### src/rtl/seed_pkg.sv
// Shared types and defaults for the board seed loader: board geometry,
// loader state encoding and the {address, data} write entry.
package seed_pkg;

    localparam int DEF_LOG_WIDTH  = 6;
    localparam int DEF_LOG_HEIGHT = 5;

    // Number of 8-cell byte groups on a board of the given geometry.
    function automatic int board_bytes(input int log_width, input int log_height);
        return 1 << (log_width + log_height - 3);
    endfunction

    localparam int BOARD_BYTES = board_bytes(DEF_LOG_WIDTH, DEF_LOG_HEIGHT);

    typedef enum logic [1:0] {
        IDLE  = 2'd0,
        RECV  = 2'd1,
        DRAIN = 2'd2
    } seed_state_e;

    // Write entry for the default board geometry; the top level declares its
    // own parameter-sized equivalent.
    typedef struct packed {
        logic [DEF_LOG_WIDTH+DEF_LOG_HEIGHT-4:0] addr;
        logic [7:0]                              data;
    } seed_entry_t;

endpackage

### src/rtl/seed_fifo.sv
// Synchronous first-word-fall-through FIFO. The head entry is visible on
// pop_data_o whenever the FIFO is not empty and reads as zero when empty.
// A push and a pop in the same cycle both succeed, even when full.
module seed_fifo #(
    parameter int DEPTH = 4,
    parameter int WIDTH = 16
) (
    input  logic             clk,
    input  logic             rst_n,
    input  logic             push_i,
    input  logic [WIDTH-1:0] push_data_i,
    input  logic             pop_i,
    output logic [WIDTH-1:0] pop_data_o,
    output logic             full_o,
    output logic             empty_o
);

    localparam int PW = $clog2(DEPTH);

    logic [WIDTH-1:0] mem_q [DEPTH];
    logic [PW:0]      wr_ptr_q, wr_ptr_d;
    logic [PW:0]      rd_ptr_q, rd_ptr_d;
    logic             do_push;
    logic             do_pop;

    // Pointers carry one wrap bit so full and empty can be told apart.
    assign empty_o = (wr_ptr_q == rd_ptr_q);
    assign full_o  = (wr_ptr_q[PW] != rd_ptr_q[PW]) &&
                     (wr_ptr_q[PW-1:0] == rd_ptr_q[PW-1:0]);

    assign do_pop  = pop_i & ~empty_o;
    assign do_push = push_i & (~full_o | do_pop);

    assign pop_data_o = empty_o ? '0 : mem_q[rd_ptr_q[PW-1:0]];

    // Advance each pointer on an accepted push or pop.
    always_comb begin
        wr_ptr_d = wr_ptr_q;
        rd_ptr_d = rd_ptr_q;
        if (do_push) begin
            wr_ptr_d = wr_ptr_q + {{PW{1'b0}}, 1'b1};
        end
        if (do_pop) begin
            rd_ptr_d = rd_ptr_q + {{PW{1'b0}}, 1'b1};
        end
    end

    // Pointer registers; clearing them empties the FIFO on reset.
    always_ff @(posedge clk or negedge rst_n) begin
        if (!rst_n) begin
            wr_ptr_q <= '0;
            rd_ptr_q <= '0;
        end else begin
            wr_ptr_q <= wr_ptr_d;
            rd_ptr_q <= rd_ptr_d;
        end
    end

    // Storage array; contents are only observable through a valid pointer.
    always_ff @(posedge clk) begin
        if (do_push) begin
            mem_q[wr_ptr_q[PW-1:0]] <= push_data_i;
        end
    end

endmodule

### src/rtl/board_seed_loader.sv
// Receives a serial Game-of-Life pattern over an SPI mode 0 link, packs it
// into bytes of 8 cells with sequential byte addresses, buffers them in a
// small FIFO and presents them on a valid/ready board write port.
module board_seed_loader
    import seed_pkg::*;
#(
    parameter int LOG_WIDTH   = DEF_LOG_WIDTH,
    parameter int LOG_HEIGHT  = DEF_LOG_HEIGHT,
    parameter int FIFO_DEPTH  = 4,
    parameter int SYNC_STAGES = 2
) (
    input  logic                            clk,
    input  logic                            rst_n,
    input  logic                            spi_cs_n,
    input  logic                            spi_sclk,
    input  logic                            spi_mosi,
    output logic                            wr_valid,
    input  logic                            wr_ready,
    output logic [LOG_WIDTH+LOG_HEIGHT-4:0] wr_addr,
    output logic [7:0]                      wr_data,
    output logic                            load_active,
    output logic                            load_done,
    output logic                            overflow
);

    localparam int ADDR_W = LOG_WIDTH + LOG_HEIGHT - 3;
    localparam logic [ADDR_W:0] ADDR_END = (ADDR_W+1)'(board_bytes(LOG_WIDTH, LOG_HEIGHT));

    typedef struct packed {
        logic [ADDR_W-1:0] addr;
        logic [7:0]        data;
    } entry_t;

    logic [SYNC_STAGES-1:0] cs_sync_q;
    logic [SYNC_STAGES-1:0] sclk_sync_q;
    logic [SYNC_STAGES-1:0] mosi_sync_q;
    logic                   cs_prev_q;
    logic                   sclk_prev_q;
    logic                   cs_s;
    logic                   sclk_s;
    logic                   mosi_s;
    logic                   cs_fall;
    logic                   cs_rise;
    logic                   sclk_rise;

    seed_state_e            state_q, state_d;
    logic [7:0]             shift_q, shift_d;
    logic [2:0]             bit_cnt_q, bit_cnt_d;
    logic [ADDR_W:0]        addr_q, addr_d;
    logic                   pend_valid_q, pend_valid_d;
    entry_t                 pend_q, pend_d;
    logic                   overflow_q, overflow_d;
    logic                   load_done_q, load_done_d;

    entry_t                 head;
    logic                   fifo_full;
    logic                   fifo_empty;
    logic                   fifo_drop;
    logic                   past_end;

    assign cs_s   = cs_sync_q[SYNC_STAGES-1];
    assign sclk_s = sclk_sync_q[SYNC_STAGES-1];
    assign mosi_s = mosi_sync_q[SYNC_STAGES-1];

    assign cs_fall   = cs_prev_q & ~cs_s;
    assign cs_rise   = ~cs_prev_q & cs_s;
    assign sclk_rise = sclk_s & ~sclk_prev_q;

    // Once the address reaches the end of the board it stops counting, so
    // every later byte of the session lands here and is discarded.
    assign past_end = (addr_q == ADDR_END);

    // A pending byte meeting a full FIFO is lost unless the board frees a
    // slot in the same cycle.
    assign fifo_drop = pend_valid_q & fifo_full & ~wr_ready;

    // Resynchronise the pins into clk and keep one delayed copy for edges.
    // The idle levels (deselected, clock low) are the reset values so that a
    // chip select held low through reset reads as a fresh session start.
    always_ff @(posedge clk or negedge rst_n) begin
        if (!rst_n) begin
            cs_sync_q   <= '1;
            sclk_sync_q <= '0;
            mosi_sync_q <= '0;
            cs_prev_q   <= 1'b1;
            sclk_prev_q <= 1'b0;
        end else begin
            cs_sync_q   <= {cs_sync_q[SYNC_STAGES-2:0], spi_cs_n};
            sclk_sync_q <= {sclk_sync_q[SYNC_STAGES-2:0], spi_sclk};
            mosi_sync_q <= {mosi_sync_q[SYNC_STAGES-2:0], spi_mosi};
            cs_prev_q   <= cs_s;
            sclk_prev_q <= sclk_s;
        end
    end

    // Session control: IDLE waits for a select, RECV collects bytes, DRAIN
    // waits for the FIFO and pending byte to empty before signalling done.
    always_comb begin
        state_d     = state_q;
        load_done_d = 1'b0;
        case (state_q)
            IDLE: begin
                if (cs_fall) begin
                    state_d = RECV;
                end
            end
            RECV: begin
                if (cs_rise) begin
                    state_d = DRAIN;
                end
            end
            DRAIN: begin
                if (cs_fall) begin
                    state_d = RECV;
                end else if (fifo_empty && !pend_valid_q) begin
                    state_d     = IDLE;
                    load_done_d = 1'b1;
                end
            end
            default: begin
                state_d = IDLE;
            end
        endcase
    end

    // Bit assembly and byte addressing. The byte is staged in a pending
    // register for one cycle before entering the FIFO. A session start
    // clears the counters and the sticky overflow; a session end throws away
    // any partially received byte.
    always_comb begin
        shift_d      = shift_q;
        bit_cnt_d    = bit_cnt_q;
        addr_d       = addr_q;
        pend_valid_d = 1'b0;
        pend_d       = pend_q;
        overflow_d   = overflow_q;

        if (cs_fall) begin
            bit_cnt_d  = 3'd0;
            addr_d     = '0;
            overflow_d = 1'b0;
        end else begin
            if (cs_rise) begin
                bit_cnt_d = 3'd0;
            end else if (sclk_rise && !cs_s && state_q == RECV) begin
                shift_d   = {shift_q[6:0], mosi_s};
                bit_cnt_d = bit_cnt_q + 3'd1;
                if (bit_cnt_q == 3'd7) begin
                    if (past_end) begin
                        overflow_d = 1'b1;
                    end else begin
                        pend_valid_d = 1'b1;
                        pend_d.addr  = addr_q[ADDR_W-1:0];
                        pend_d.data  = {shift_q[6:0], mosi_s};
                        addr_d       = addr_q + (ADDR_W+1)'(1);
                    end
                end
            end
            if (fifo_drop) begin
                overflow_d = 1'b1;
            end
        end
    end

    // Session and datapath registers.
    always_ff @(posedge clk or negedge rst_n) begin
        if (!rst_n) begin
            state_q      <= IDLE;
            shift_q      <= '0;
            bit_cnt_q    <= '0;
            addr_q       <= '0;
            pend_valid_q <= 1'b0;
            pend_q       <= '0;
            overflow_q   <= 1'b0;
            load_done_q  <= 1'b0;
        end else begin
            state_q      <= state_d;
            shift_q      <= shift_d;
            bit_cnt_q    <= bit_cnt_d;
            addr_q       <= addr_d;
            pend_valid_q <= pend_valid_d;
            pend_q       <= pend_d;
            overflow_q   <= overflow_d;
            load_done_q  <= load_done_d;
        end
    end

    seed_fifo #(
        .DEPTH (FIFO_DEPTH),
        .WIDTH (ADDR_W + 8)
    ) u_fifo (
        .clk         (clk),
        .rst_n       (rst_n),
        .push_i      (pend_valid_q),
        .push_data_i (pend_q),
        .pop_i       (wr_ready),
        .pop_data_o  (head),
        .full_o      (fifo_full),
        .empty_o     (fifo_empty)
    );

    assign wr_valid    = ~fifo_empty;
    assign wr_addr     = head.addr;
    assign wr_data     = head.data;
    assign load_active = (state_q != IDLE);
    assign load_done   = load_done_q;
    assign overflow    = overflow_q;

endmodule

### config.mk
export PLATFORM = sky130hd
export DESIGN_NAME = board_seed_loader
export DESIGN_NICKNAME = d
export VERILOG_FILES = /design/src/rtl/seed_pkg.sv /design/src/rtl/seed_fifo.sv /design/src/rtl/board_seed_loader.sv
export SDC_FILE = /design/constraint.sdc
export NUM_CORES = 1
export LEC_CHECK = 0
export ABC_CLOCK_PERIOD_IN_PS = 2740
export BUFFER_PORTS_ARGS = -buffer_cell sky130_fd_sc_hd__buf_4
export CORE_ASPECT_RATIO = 1.2
export CORE_MARGIN = 3
export CORE_UTILIZATION = 45
export CTS_BUF_LIST = sky130_fd_sc_hd__clkbuf_16
export DETAILED_ROUTE_END_ITERATION = 12
export HOLD_SLACK_MARGIN = 0.03
export SLEW_MARGIN = 0
export SYNTH_ARGS = -nofsm -noshare
export SYNTH_HDL_FRONTEND = slang
export SYNTH_HIERARCHICAL = 1
export SYNTH_SLANG_ARGS = --single-unit
export TNS_END_PERCENT = 1
### constraint.sdc
create_clock -name clk -period 2.74 [get_ports clk]
set_clock_uncertainty 0.2 [all_clocks]
set_input_delay 0 -clock clk [delete_from_list [all_inputs] [get_ports clk]]
set_output_delay 0 -clock clk [all_outputs]
set_load 0.05 [all_outputs]
==> qor.csv, run 1 <==
metric;value;unit
area leader, netlist;sky130_fd_sc_hd__edfxtp_1;
startpoint types;flip-flop;
Cell Count, Final, Fillers Out;498;
CTS max path bufs;2;
Setup WS pre-CTS;0.306;ns
global-route wire length before repair;14800;um
number of enable-type register cells in the synthesized netlist;64;
Worst Tran Pin Value;0.895;ns
initial cell density of the core;0.470;
WHS Path Cells;2;
Setup crit end kind;flip-flop;
antenna violations before repair;0;
via total after detailed routing;2728;
area of the die;0.0125;mm2
total of cells resized after clock tree synthesis;0;
launch instance of the worst register-to-register path;addr_q[2];
horizontal extent of the die;103;um
post-CTS clock slew at the launch and capture registers of the worst setup and hold paths;0.05;ns
fraction of synthesis flops using an asynchronous set or reset pin;0.458;
commonest cells in the synthesized netlist;64 x sky130_fd_sc_hd__edfxtp_1, 51 x sky130_fd_sc_hd__dfrtp_1, 20 x sky130_fd_sc_hd__nor2b_1;
Endpoint, Worst Hold;mosi_sync_q[0];
worst-path fanout max;17;
Netlist cell types;48;
number of nets produced by synthesis;325;
largest voltage drop on the vdd net;0.000439;V
global placer's final weighted congestion;0.786;
count of routing violations after the opening detailed-route iteration;109;
count of input and output buffers;25;
fraction of layout cells with a size suffix above 1;0.236;
cell with the most instances after synthesis;sky130_fd_sc_hd__edfxtp_1;
post-detailed-route DRC marker count;0;
Total Wirelength;8710;um
total power divided by cell area;902;mW/mm2
Synthesis Warnings;6;
setup slack, reg-to-reg;0.29;ns
cell area after synthesis;0.00504;mm2
DP Wirelength;5640;um
htree depth;4;
detailed-route wire length per cell;17.5;um
final layout net count;373;
status;completed;
latest clock arrival within the worst-skew pair;0.40;ns
final setup vio count;0;
part of the cycle the worst path needs;0.893;
final-layout setup total negative slack;0;ns
max-cap violation count;0;
number of endpoints with negative hold slack in the final report;0;
biggest area contributors in the synthesized netlist;sky130_fd_sc_hd__edfxtp_1 38%, sky130_fd_sc_hd__dfrtp_1 25%, sky130_fd_sc_hd__mux2_1 4.0%;
setup repair after global routing missed its margin;no;
Syn Inst Count;308;
WS Path Type;reg -> reg;
Static Leak;0.00250;uW
required time at the worst-slack endpoint;2.81;ns
pin count of the biggest net entering global routing;52;
global router's overall resource usage;0.161;
area of the core region;0.0107;mm2
sequential-to-total area share from yosys stat;0.650;
syn avg cell area;16.4;um2
number of register bits inferred by synthesis;118;
area share of the leading cell type in the synthesized netlist;0.381;
Hold WS;0.0571;ns
setup slack of the critical path after layout;0.294;ns
ys flop type;sky130_fd_sc_hd__edfxtp_1;
Power, Total;5380;uW
number of standard-cell rows in the floorplan;41;
P&R area growth vs syn;18.3;%
clock sink total;118;
endpoint of the lowest-slack register-to-register path;pend_q[7];
Peak Freq;409;MHz
Final Slew Violations;0;
filler cell count in the final layout;835;
vertical extent of the die;122;um
TritonCTS Buffers;17;
class of the tightest hold or removal check;in -> reg;
beginning of the worst hold path;spi_mosi;
per-cell via count in the routed design;5.48;
normalized max-slew margin;0.404;
top-level I/O count;26;
aggregate global routing overflow;0;
arrival time reported for the critical path endpoint;2.52;ns
number of antenna diodes;0;
clock tree from TritonCTS;yes;
number of global-route vias before repair;2839;
Post-DRT Antenna Nets;0;
shortest clock period the worst path allows after layout;2.45;ns
Pre-Repair DR Iteration Count;4;
clock root buffer;sky130_fd_sc_hd__clkbuf_16;
Placed Instances;457;
worst reg-to-reg path cell count;4;
==> stage by stage <==
step	cell area (um2)	util
detailed placement	5370	0.501
finish	5960	0.556
global placement	5370	0.501
CTS	5960	0.556
floorplan	5040	-
global route	5960	0.556
==> routing by layer <==
metal  part of all wire  vias to the layer above  track usage
met4              0.014                        0       0.0763
met5                  0                        -            0
met1               0.45                     1382        0.202
met2               0.51                       51        0.254
li1                   -                     1286            -
met3              0.028                        9       0.0487
==> worst max-delay path, cell delays in order, from the launching register on <==
cell and delay (ns):
sky130_fd_sc_hd__dfrtp_1 0.46, sky130_fd_sc_hd__or4_4 0.57, sky130_fd_sc_hd__or4_4 0.47, sky130_fd_sc_hd__nand3_4 0.25, sky130_fd_sc_hd__mux2_1 0.36
==> where the power goes <==
group / switching, uW / internal, uW
logic: 983 / 580
clock network: 691 / 1100
registers: 76.1 / 1940
==> layout by cell type (no fill, tap or decap), types with 4 or more instances in the layout <==
cell type                        n
sky130_fd_sc_hd__nand3_1         7
sky130_fd_sc_hd__nor2_1          5
sky130_fd_sc_hd__dlygate4sd3_1   8
sky130_fd_sc_hd__xnor2_1         5
sky130_fd_sc_hd__ha_1           11
sky130_fd_sc_hd__clkinv_2        5
sky130_fd_sc_hd__mux4_2          9
sky130_fd_sc_hd__buf_4          32
sky130_fd_sc_hd__and3_1          4
sky130_fd_sc_hd__mux2_2          8
sky130_fd_sc_hd__edfxtp_1       64
sky130_fd_sc_hd__mux4_1          7
sky130_fd_sc_hd__o31ai_1         5
sky130_fd_sc_hd__clkinv_1        5
sky130_fd_sc_hd__inv_1          21
sky130_fd_sc_hd__nand2_1        14
sky130_fd_sc_hd__o311ai_0        6
sky130_fd_sc_hd__dfrtp_1        51
sky130_fd_sc_hd__nor4_1          5
sky130_fd_sc_hd__mux2_1         18
sky130_fd_sc_hd__nor2b_1        20
sky130_fd_sc_hd__clkbuf_16      17
==> kinds of logic (layout without fill, tap and decap cells) <==
logic type,after synthesis,after routing,share of synthesized area
xor gates and xnor gates,8,8,0.0213
and+or+nand+nor,73,73,0.0894
muxes,44,44,0.139
AOI/OAI and AO/OA,26,26,0.0464
DFF,118,118,0.650
adders and majority gates,11,11,0.0273
buffers and inverters,28,89,0.0266
==> final cells by class <==
| type | count | area [um2] | area share |
|---|---|---|---|
| multi-input combinational | 162 | 1630 | 0.273 |
| sequential | 118 | 3280 | 0.550 |
| clock buffer | 17 | 425 | 0.0713 |
| timing repair buffer | 41 | 348 | 0.0583 |
| inverter | 16 | 60.1 | 0.0101 |
| tap | 129 | 161 | 0.0271 |
| clock inverter | 15 | 62.6 | 0.0105 |
==> timing repair <==
item                                   in CTS  in global routing
endpoints found under the hold margin      64                  0
hold buffers                                9                  0
setup buffers                               0                  0
==> registers in the layout, summed over array words and instances, names as in the netlist <==
register         count
cs_prev_q            1
shift_q              7
sclk_sync_q          2
load_done            1
addr_q               9
state_q              2
u_fifo/rd_ptr_q      3
u_fifo/wr_ptr_q      3
pend_valid_q         1
overflow             1
u_fifo/mem_q        64
bit_cnt_q            3
cs_sync_q            2
sclk_prev_q          1
pend_q              16
mosi_sync_q          2
==> worst max-delay path by stage <==
stage | startpoint | end | slack (ns)
global route | addr_q[2] | pend_q[7] | 0.18
global placement | addr_q[2] | pend_q[1] | 0.34
detailed placement | addr_q[2] | pend_q[8] | 0.31
CTS | addr_q[2] | pend_q[7] | 0.27
floorplan | addr_q[2] | pend_q[0] | 0.33
finish | addr_q[2] | pend_q[7] | 0.29
Note: power is estimated with default switching activity, not from simulation.
==> inputs of run 2 (changes only) <==
Settings changed: ABC_CLOCK_PERIOD_IN_PS 2740 to 2400, CORE_ASPECT_RATIO 1.2 to default.
Clock period 2.74 ns to 2.4 ns, I/O delays scaled along.
==> qor.csv, run 2 (synthesis results as in run 1) <==
metric;value;unit;change
aggregate global routing overflow;0;;unchanged
initial cell density of the core;0.463;;-0.00718
area of the core region;0.0109;mm2;+1.6%
WHS Path Cells;2;;unchanged
Worst Tran Pin Value;0.692;ns;-0.202 ns
total area of multi-input combinational cells;0.00166;mm2;+2.1%
worst-path fanout max;11;;-6
Cell Count, Final, Fillers Out;527;;+5.8%
Total Wirelength;8870;um;+1.9%
endpoint of the lowest-slack register-to-register path;pend_q[5];;
largest voltage drop on the vdd net;0.000911;V;+110%
vertical extent of the die;112;um;-8.3%
fraction of layout cells with a size suffix above 1;0.318;;+0.0821
P&R area growth vs syn;24.3;%;
required time at the worst-slack endpoint;2.49;ns;-0.32 ns
count of input and output buffers;25;;unchanged
part of the cycle the worst path needs;0.978;;+0.0852
CTS max path bufs;2;;unchanged
most frequent cells in the layout;64 x sky130_fd_sc_hd__edfxtp_1, 51 x sky130_fd_sc_hd__dfrtp_1, 49 x sky130_fd_sc_hd__buf_4, 20 x sky130_fd_sc_hd__nor2b_1, 17 x sky130_fd_sc_hd__clkbuf_16;;
top-level I/O count;26;;unchanged
number of endpoints with negative hold slack in the final report;0;;unchanged
WS Path Type;reg -> reg;;
via total after detailed routing;2791;;+2.3%
final layout net count;391;;+4.8%
Setup WS pre-CTS;0.00930;ns;-0.297 ns
setup slack of the critical path after layout;0.0526;ns;-0.241 ns
clock root buffer;sky130_fd_sc_hd__clkbuf_16;;
Setup crit end kind;flip-flop;;
Post-DRT Antenna Nets;0;;unchanged
class of the tightest hold or removal check;in -> reg;;
Reg area;0.00328;mm2;unchanged
total power divided by cell area;1060;mW/mm2;+18%
per-cell via count in the routed design;5.30;;-3.3%
global router's overall resource usage;0.156;;-0.00535
launching element of the worst setup path;addr_q[5];;
Pre-Repair DR Iteration Count;4;;unchanged
Static Leak;0.00263;uW;+5.3%
worst reg-to-reg path cell count;5;;+1
normalized max-slew margin;0.539;;+0.135
DP Wirelength;5640;um;about the same
antenna violations before repair;0;;unchanged
TritonCTS Buffers;17;;unchanged
Peak Freq;426;MHz;+4.2%
count of routing violations after the opening detailed-route iteration;112;;+2.8%
pin count of the biggest net entering global routing;55;;+5.8%
startpoint types;flip-flop;;
area of the die;0.0125;mm2;about the same
status;completed;;
detailed-route wire length per cell;16.8;um;-3.7%
final setup vio count;0;;unchanged
beginning of the worst hold path;spi_sclk;;
final-layout setup total negative slack;0;ns;unchanged
Final Slew Violations;0;;unchanged
Largest register FFs;64;;unchanged
latest clock arrival within the worst-skew pair;0.41;ns;about the same
global placer's final weighted congestion;0.799;;+1.6%
max-cap violation count;0;;unchanged
number of antenna diodes;0;;unchanged
horizontal extent of the die;112;um;+9.0%
number of global-route vias before repair;2877;;+1.3%
clock sink total;118;;unchanged
most frequent standard cell in the layout excluding fill and tap cells;sky130_fd_sc_hd__edfxtp_1;;
launch instance of the worst register-to-register path;addr_q[5];;
htree depth;4;;unchanged
Placed Instances;483;;+5.7%
global-route wire length before repair;14800;um;-0.51%
Endpoint, Worst Hold;sclk_sync_q[0];;
arrival time reported for the critical path endpoint;2.44;ns;-0.08 ns
shortest clock period the worst path allows after layout;2.35;ns;-0.0990 ns
post-CTS clock slew at the launch and capture registers of the worst setup and hold paths;0.06;ns;about the same
filler cell count in the final layout;867;;+3.8%
post-detailed-route DRC marker count;0;;unchanged
clock tree from TritonCTS;yes;;
setup slack, reg-to-reg;0.05;ns;-0.24 ns
number of standard-cell rows in the floorplan;38;;-7.3%
==> run 2: cell count changes in the layout (fill, tap and decap cells not counted) <==
cell / before / now
sky130_fd_sc_hd__buf_4: 32 / 49
sky130_fd_sc_hd__mux2_4: 0 / 9
sky130_fd_sc_hd__inv_1: 21 / 16
sky130_fd_sc_hd__bufinv_16: 0 / 3
sky130_fd_sc_hd__buf_12: 0 / 1
sky130_fd_sc_hd__inv_6: 0 / 1
sky130_fd_sc_hd__clkinv_2: 5 / 1
sky130_fd_sc_hd__clkinvlp_4: 0 / 5
sky130_fd_sc_hd__mux2_1: 18 / 9
sky130_fd_sc_hd__clkinv_4: 0 / 4
sky130_fd_sc_hd__buf_16: 1 / 0
sky130_fd_sc_hd__buf_8: 0 / 1
sky130_fd_sc_hd__clkinv_1: 5 / 1
==> run 2: power by group <==
| part | switching (uW) | internal, uW | leakage [uW] |
|---|---|---|---|
| Combinational | 1110 | 680 | 0.00100 |
| Sequential | 96.6 | 2210 | 0.00135 |
| Clock | 900 | 1630 | 0.000279 |
| Total | 2110 | 4530 | 0.00263 |
==> run 2: what timing repair did <==
action,CTS,global route
setup endpoints to repair,4,17
hold endpoints to repair,64,1
buffers inserted,0,4
resized for setup,1,1
hold buffers,7,1
==> run 2: area by class of cell <==
cell class                 count  area share
clock buffer                  17      0.0679
clock inverter                15      0.0288
inverter                      16     0.00959
multi-input combinational    162       0.265
sequential                   118       0.523
tap                          140      0.0280
timing repair buffer          59      0.0771
==> run 2: worst max path at each step <==
stage / slack, ns / to
2_1_floorplan: 0.003 / pend_q[0]
3_3_place_gp: 0.04 / pend_q[6]
3_5_place_dp: 0.009 / pend_q[5]
4_1_cts: 0.006 / pend_q[5]
5_1_grt: -0.006 / pend_q[2]
6_report: 0.05 / pend_q[5]
==> run 2: critical path: stages (launching register included) <==
cell and delay (ns):
sky130_fd_sc_hd__dfrtp_1 0.37, sky130_fd_sc_hd__or4_4 0.55, sky130_fd_sc_hd__or4_4 0.52, sky130_fd_sc_hd__nand3_4 0.13, sky130_fd_sc_hd__buf_12 0.15, sky130_fd_sc_hd__mux2_1 0.32
==> run 2: per-stage QoR <==
| step | hold WS [ns] | total power [uW] | utilization | cell area, um2 |
|---|---|---|---|---|
| 2_1_floorplan | -0.496 | 3680 | - | 5080 |
| 3_3_place_gp | -0.116 | 4130 | 0.508 | 5530 |
| 3_5_place_dp | -0.109 | 4150 | 0.508 | 5530 |
| 4_1_cts | 0.0319 | 6730 | 0.570 | 6210 |
| 5_1_grt | 0.0319 | 6950 | 0.575 | 6260 |
| 6_report | 0.0446 | 6640 | 0.575 | 6260 |
==> run 2: routing by layer <==
metal	vias up	part of all wire	wire (um)	global-route usage
met4	0	0.0047	42	0.0438
met5	-	0	0	0
li1	1318	-	-	-
met1	1421	0.47	4200	0.205
met2	50	0.48	4260	0.239
met3	2	0.041	362	0.0663
